$ cat config.mk
export PLATFORM = sky130hd
export DESIGN_NAME = ppa_ks_sub_pipe
export DESIGN_NICKNAME = d
export VERILOG_FILES = /design/src/rtl/ppa_ks_sub_pipe.sv
export SDC_FILE = /design/constraint.sdc
export NUM_CORES = 1
export LEC_CHECK = 0
export ABC_AREA = 1
export CAP_MARGIN = 20
export CORE_MARGIN = 1.5
export CORE_UTILIZATION = 32
export CTS_CLUSTER_DIAMETER = 60
export DETAILED_ROUTE_END_ITERATION = 8
export GPL_ROUTABILITY_DRIVEN = 1
export GPL_TIMING_DRIVEN = 0
export PLACE_DENSITY = 0.59
export REMOVE_ABC_BUFFERS = 1
export SKIP_LAST_GASP = 1
export SLEW_MARGIN = 40
export SYNTH_ARGS = -nofsm -noshare
export SYNTH_HDL_FRONTEND = slang
export SYNTH_SLANG_ARGS = --single-unit
$ cat constraint.sdc
create_clock -name clk -period 1.7 [get_ports clk]
set_input_delay 0.255 -clock clk [delete_from_list [all_inputs] [get_ports clk]]
set_output_delay 0.255 -clock clk [all_outputs]
set_load 0.02 [all_outputs]
$ cat src/rtl/ppa_ks_sub_pipe.sv
// Three-stage pipelined subtractor, D = A - B - bin, with a Kogge-Stone prefix carry network.
// Latency: 3 cycles from input transfer to out_valid; one result per cycle when unstalled.
// Backpressure: every stage loads when empty or advancing, so bubbles collapse and 3 results can wait.
module ppa_ks_sub_pipe #(
    parameter int WIDTH  = 9,
    parameter int STAGES = 3
) (
    input  logic             clk,
    input  logic             rst_n,
    input  logic             in_valid,
    output logic             in_ready,
    input  logic [WIDTH-1:0] A,
    input  logic [WIDTH-1:0] B,
    input  logic             bin,
    output logic             out_valid,
    input  logic             out_ready,
    output logic [WIDTH-1:0] D,
    output logic             bout,
    output logic             ovf
);

    typedef struct packed {
        logic [WIDTH-1:0] p;
        logic [WIDTH-1:0] g;
    } pg_t;

    function automatic pg_t ks_level(input pg_t x, input int span);
        pg_t r;
        r = x;
        for (int i = span; i < WIDTH; i++) begin
            r.g[i] = x.g[i] | (x.p[i] & x.g[i-span]);
            r.p[i] = x.p[i] & x.p[i-span];
        end
        return r;
    endfunction

    logic [STAGES-1:0] vld;
    logic [STAGES-1:0] rdy;

    // Ready ripples back from the consumer; in_ready never looks at in_valid.
    assign rdy[2]    = ~vld[2] | out_ready;
    assign rdy[1]    = ~vld[1] | rdy[2];
    assign rdy[0]    = ~vld[0] | rdy[1];
    assign in_ready  = rdy[0];
    assign out_valid = vld[2];

    always_ff @(posedge clk or negedge rst_n) begin
        if (!rst_n) begin
            vld <= '0;
        end else begin
            if (rdy[0]) vld[0] <= in_valid;
            if (rdy[1]) vld[1] <= vld[0];
            if (rdy[2]) vld[2] <= vld[1];
        end
    end

    // Stage 1: bitwise propagate/generate of A + ~B, carry-in is ~bin.
    logic [WIDTH-1:0] s1_p, s1_g;
    logic             s1_c0, s1_a_msb, s1_b_msb;

    always_ff @(posedge clk) begin
        if (in_valid && rdy[0]) begin
            s1_p     <= A ^ ~B;
            s1_g     <= A & ~B;
            s1_c0    <= ~bin;
            s1_a_msb <= A[WIDTH-1];
            s1_b_msb <= B[WIDTH-1];
        end
    end

    // Carry-in folds into bit 0's generate, so group G[i:0] is the carry out of bit i.
    pg_t s1_pg, s1_lvl2;

    always_comb begin
        s1_pg.p    = s1_p;
        s1_pg.g    = s1_g;
        s1_pg.g[0] = s1_g[0] | (s1_p[0] & s1_c0);
        s1_lvl2    = ks_level(ks_level(s1_pg, 1), 2);
    end

    // Stage 2: prefix spans 1 and 2 done; raw propagate kept for the sum.
    pg_t              s2_pg;
    logic [WIDTH-1:0] s2_p;
    logic             s2_c0, s2_a_msb, s2_b_msb;

    always_ff @(posedge clk) begin
        if (vld[0] && rdy[1]) begin
            s2_pg    <= s1_lvl2;
            s2_p     <= s1_p;
            s2_c0    <= s1_c0;
            s2_a_msb <= s1_a_msb;
            s2_b_msb <= s1_b_msb;
        end
    end

    pg_t              s2_fin;
    logic [WIDTH-1:0] s2_sum;

    always_comb begin
        s2_fin = s2_pg;
        for (int s = 4; s < WIDTH; s = s * 2) begin
            s2_fin = ks_level(s2_fin, s);
        end
        s2_sum = s2_p ^ {s2_fin.g[WIDTH-2:0], s2_c0};
    end

    // Stage 3: outputs reset so they read zero while rst_n is low.
    always_ff @(posedge clk or negedge rst_n) begin
        if (!rst_n) begin
            D    <= '0;
            bout <= 1'b0;
            ovf  <= 1'b0;
        end else if (vld[1] && rdy[2]) begin
            D    <= s2_sum;
            bout <= ~s2_fin.g[WIDTH-1];
            ovf  <= (s2_a_msb != s2_b_msb) && (s2_sum[WIDTH-1] != s2_a_msb);
        end
    end

endmodule

**Word level (Yosys, flattened, before mapping)**

Index checks and enable logic that the tools add are counted.

- Bitwise logic cells: 72
- Reduce and logical (&&, ||, !) cells: 4
- Equality and inequality tests: 2

Operators with widths:

| cell | number |
|---|---|
| $and A1 B1 Y1 | 38 |
| $or A1 B1 Y1 | 25 |
| $xor A9 B9 Y9 | 2 |
| $and A9 B9 Y9 | 1 |
| $not A9 Y9 | 1 |
| $not A1 Y1 | 5 |
| $logic_and A1 B1 Y1 | 4 |
| $ne A1 B1 Y1 | 2 |

- Logic and storage cells: 95
- Register bits after elaboration: 65
- Output and inout bits: 13
- Input bits: 23

**Depth between registers and ports, before layout**

- Depth in word-level cells: 6
- Mapped depth: 7
- Depth with buffers taken out: 7

**Worst setup path before layout**

OpenSTA, ideal clock, no wires.

- Path type: register to register
- Start: reg vld[2]
- End: reg s1_a_msb (enable)
- Library setup time: 376 ps
- Period minus slack after synthesis: 1740 ps
- Arrival: 1364 ps
- Slack: -40 ps
- Stages on the path, launching flop included: 6
- Buffers on the path: 0
- Cell sequence: dfrtp_1 -> nand2_1 -> nor2_1 -> nand2_1 -> nand2_1 -> inv_1

- Word-level cells in the longest chain between the ends: 5

Ends and longest elaborated chain:

| element | line | text |
|---|---|---|
| start: declaration | 37 | `logic [STAGES-1:0] vld;` |
| start signal: assignment | 53 | `if (rdy[2]) vld[2] <= vld[1];` |
| $not A1 Y1 | 41 | `assign rdy[2] = ~vld[2] \| out_ready;` |
| $or A1 B1 Y1 | 41 |  |
| $or A1 B1 Y1 | 42 | `assign rdy[1] = ~vld[1] \| rdy[2];` |
| $or A1 B1 Y1 | 43 | `assign rdy[0] = ~vld[0] \| rdy[1];` |
| net in_ready | 11 | `output logic in_ready,` |
| $logic_and A1 B1 Y1 | 62 | `if (in_valid && rdy[0]) begin` |
| end signal: assignment | 66 | `s1_a_msb <= A[WIDTH-1];` |
| end: declaration | 59 | `logic s1_c0, s1_a_msb, s1_b_msb;` |

The timed path passes the listed nets, and every way through them passes these cells.
A chain may end at the register's enable or synchronous reset.

**Worst setup path after layout**

- Start: in out_ready
- End: out in_ready

- Word-level cells in the longest chain between the ends: 3

Ends and longest elaborated chain:

| element | line | text |
|---|---|---|
| start: declaration | 16 | `input logic out_ready,` |
| $or A1 B1 Y1 | 41 |  |
| $or A1 B1 Y1 | 42 |  |
| $or A1 B1 Y1 | 43 |  |
| end: declaration | 11 |  |

Every way passes these cells.

==> flow_metrics.tcl <==
set metrics [dict create \
    wl_per_cell_um 10.8 \
    detail-route-antenna-nets 0 \
    p_per_area_nw_per_um2 1370 \
    clk_pin_slew_ns 0.06 \
    crit_path_start_kind "primary input" \
    dieHeight_um 90.8 \
    synth_warnings 0 \
    dp_slack_ns -0.345 \
    clkLatencyLatePin_ns 0.33 \
    port_buffers 35 \
    clockBufferDepth 2 \
    vias 1422 \
    hold_buffers 0 \
    cap_violations 0 \
    power_frac_comb 0.244 \
    leakagePower_nw 1.28 \
    fmax_mhz 613 \
    p_sw_w 0.00122 \
    end_kind "output pin" \
    antenna_found_initial 0 \
    fp.dieW_um 90.8 \
    crit_fanout 3 \
    cts_tree "done" \
    syn_inst 192 \
    ys_ff_latch 61 \
    critPathKind "in2out" \
    grt-ovfl-total 0 \
    report.final.slew_viol_count 0 \
    grt_max_degree 27 \
    fin_skew_ns 0.00917 \
    syn_area_um2 2460 \
    period_needed_ns 1.63 \
    finalSetupTns_ns 0 \
    nets 271 \
    grt_usage 0.0970 \
    firstDrtPassIters 4 \
    diodes 0 \
    synth_cell_type_count 21 \
    fin_area_um2 3120 \
    max_slew_margin 0.583 \
    dp_hpwl_mm 2.59 \
    place_congestion 0.740 \
    cts_max_level 3 \
    wirelength_mm 3.71 \
    boundaryPins 36 \
    drt_iter0_drc 97 \
    dpl_cell_area_um2 2930 \
    seq_power_share 0.501 \
    cts_sinks 61 \
    clock_power_share 0.255 \
    worstMarginPinSlew_ns 0.624 \
    start_util 0.334 \
    numCtsBuffers 9 \
    die-area_um2 8240 \
    avgSynthCellArea_um2 12.8 \
    critPathArrivalTime_ns 1.38 \
    grt_pass1_vias 1352 \
    drive_gt1_frac 0.0984 \
    drc 0 \
    cp.required_ns 1.44 \
    rsz0062_at_grt "yes" \
    max-vdd-ir-drop_mv 0.439 \
    areaGrowthSynthToFinish_pct 26.4 \
    p_sw_frac 0.286 \
    seq_area_frac_synth 0.715 \
    vias_per_cell 4.15 \
    outcome "completed" \
    min_path_type "in2async" \
    fp-row-count 31 \
    r2r_cells 5 \
    period_share 0.960 \
    finalHoldViolCount 0 \
    fillers 733 \
    fin_ws_ns 0.0680 \
    intPower_w 0.00304 \
    grt_pass1_wl_mm 6.00 \
    setup_violations 0 \
    clock-root-buffer "clkbuf_8" \
    fp.coreArea_um2 7370 \
]
==> cell usage in the layout, fill, tap and decap left out <==
cell type,Yosys,final
dlygate4sd2_1,0,1
a21o_1,1,1
dfrtp_1,14,14
clkinv_2,0,1
clkinvlp_4,0,2
o31ai_1,1,1
clkdlybuf4s50_1,0,34
inv_2,1,2
xnor2_1,5,5
o21bai_1,3,3
a21oi_4,1,1
a21oi_1,6,6
inv_4,1,1
nand3b_1,3,3
nand3_1,7,7
nor3_1,4,4
a31oi_1,1,1
buf_4,0,1
clkbuf_8,0,11
clkbuf_1,0,3
nand2_1,43,43
nor2_1,9,9
ha_1,9,9
o21ai_0,5,5
edfxtp_1,47,47
clkinv_1,0,1
inv_1,25,23
o21ai_2,5,5
==> synth_stat cells, drive strengths merged <==
master  count  area, um^2
nor2        9        33.8
nand3b      3        22.5
edfxtp     47        1410
a31oi       1        6.26
dfrtp      14         350
a21oi       7        46.3
o21bai      3        22.5
nand3       7        35.0
ha          9         113
nand2      43         161
xnor2       5        43.8
inv        27         104
buf         1        11.3
o31ai       1        7.51
a21o        1        7.51
nor3        4        20.0
o21ai      10        68.8
==> path summary, 6_finish.rpt <==
path	from	endpoint	slack [ns]
max	out_ready	in_ready	0.07
min	rst_n	D[2]	0.32
max reg2reg	vld[2]	s1_p[0]	0.16
min reg2reg	s1_a_msb	s2_a_msb	0.42
max in group asynchronous	rst_n	D[8]	0.97
min in group clk	s1_a_msb	s2_a_msb	0.42
==> worst max-delay path, cell delays in order <==
cell and delay [ns]:
clkdlybuf4s50_1 0.40, inv_1 0.10, nand2_1 0.08, nor2_1 0.12, nand2_1 0.10, dlygate4sd2_1 0.33
==> state kept, by name (all words and copies together) (netlist names), 3 cells and up <==
signal  flops
s2_p        8
s1_g        9
s2_fin      5
s2_pg      10
D           9
s1_p        9
vld         3
==> through the flow <==
step | cells | hold WS [ns] | utilization | total power (W)
6_report | 343 | 0.317 | 0.423 | 0.00426
5_1_grt | 343 | 0.369 | 0.423 | 0.00451
4_1_cts | 341 | 0.333 | 0.421 | 0.00431
3_5_place_dp | 325 | 0.406 | 0.397 | 0.00321
3_3_place_gp | 325 | 0.403 | 0.397 | 0.00318
2_1_floorplan | 191 | -0.0406 | - | 0.00274
==> power by group through the flow <==
stage | logic (W) | clock network [W] | registers (W)
detailed placement | 0.00103 | 0 | 0.00218
global route | 0.00114 | 0.00119 | 0.00218
finish | 0.00104 | 0.00109 | 0.00214
CTS | 0.00104 | 0.00112 | 0.00215
global placement | 0.00101 | 0 | 0.00217
floorplan | 0.000432 | 0 | 0.00231
==> repair_timing <==
item / CTS / global route
gates cloned: 0 / 1
gates resized for setup: 2 / 1
setup buffers: 0 / 1
endpoints found under the setup margin: 13 / 22
==> area by class of cell <==
| cell class | instances | area [um^2] | share of cell area |
|---|---|---|---|
| sequential | 61 | 1760 | 0.565 |
| multi-input combinational | 103 | 588 | 0.189 |
| timing repair buffer | 36 | 357 | 0.114 |
| clock buffer | 14 | 163 | 0.0522 |
| tap | 99 | 124 | 0.0397 |
| inverter | 27 | 108 | 0.0345 |
| clock inverter | 2 | 8.76 | 0.00281 |
| timing repair inverter | 1 | 7.51 | 0.00241 |
==> cell families after synthesis <==
kind of cell             share of synthesized area
buffers and inverters                       0.0467
AO/OA/AOI/OAI                               0.0645
AND/OR/NAND/NOR                              0.111
adder cells (fa/ha/maj)                     0.0457
flip-flops                                   0.715
XOR/XNOR                                    0.0178
==> layer usage <==
metal / up-vias / track usage / routed length (um)
li1: 744 / - / -
met1: 639 / 0.109 / 1730
met2: 30 / 0.150 / 1690
met3: 9 / 0.0370 / 172
met4: 0 / 0.0714 / 116
met5: - / 0 / 0
Power figures use the tool's default switching activity.
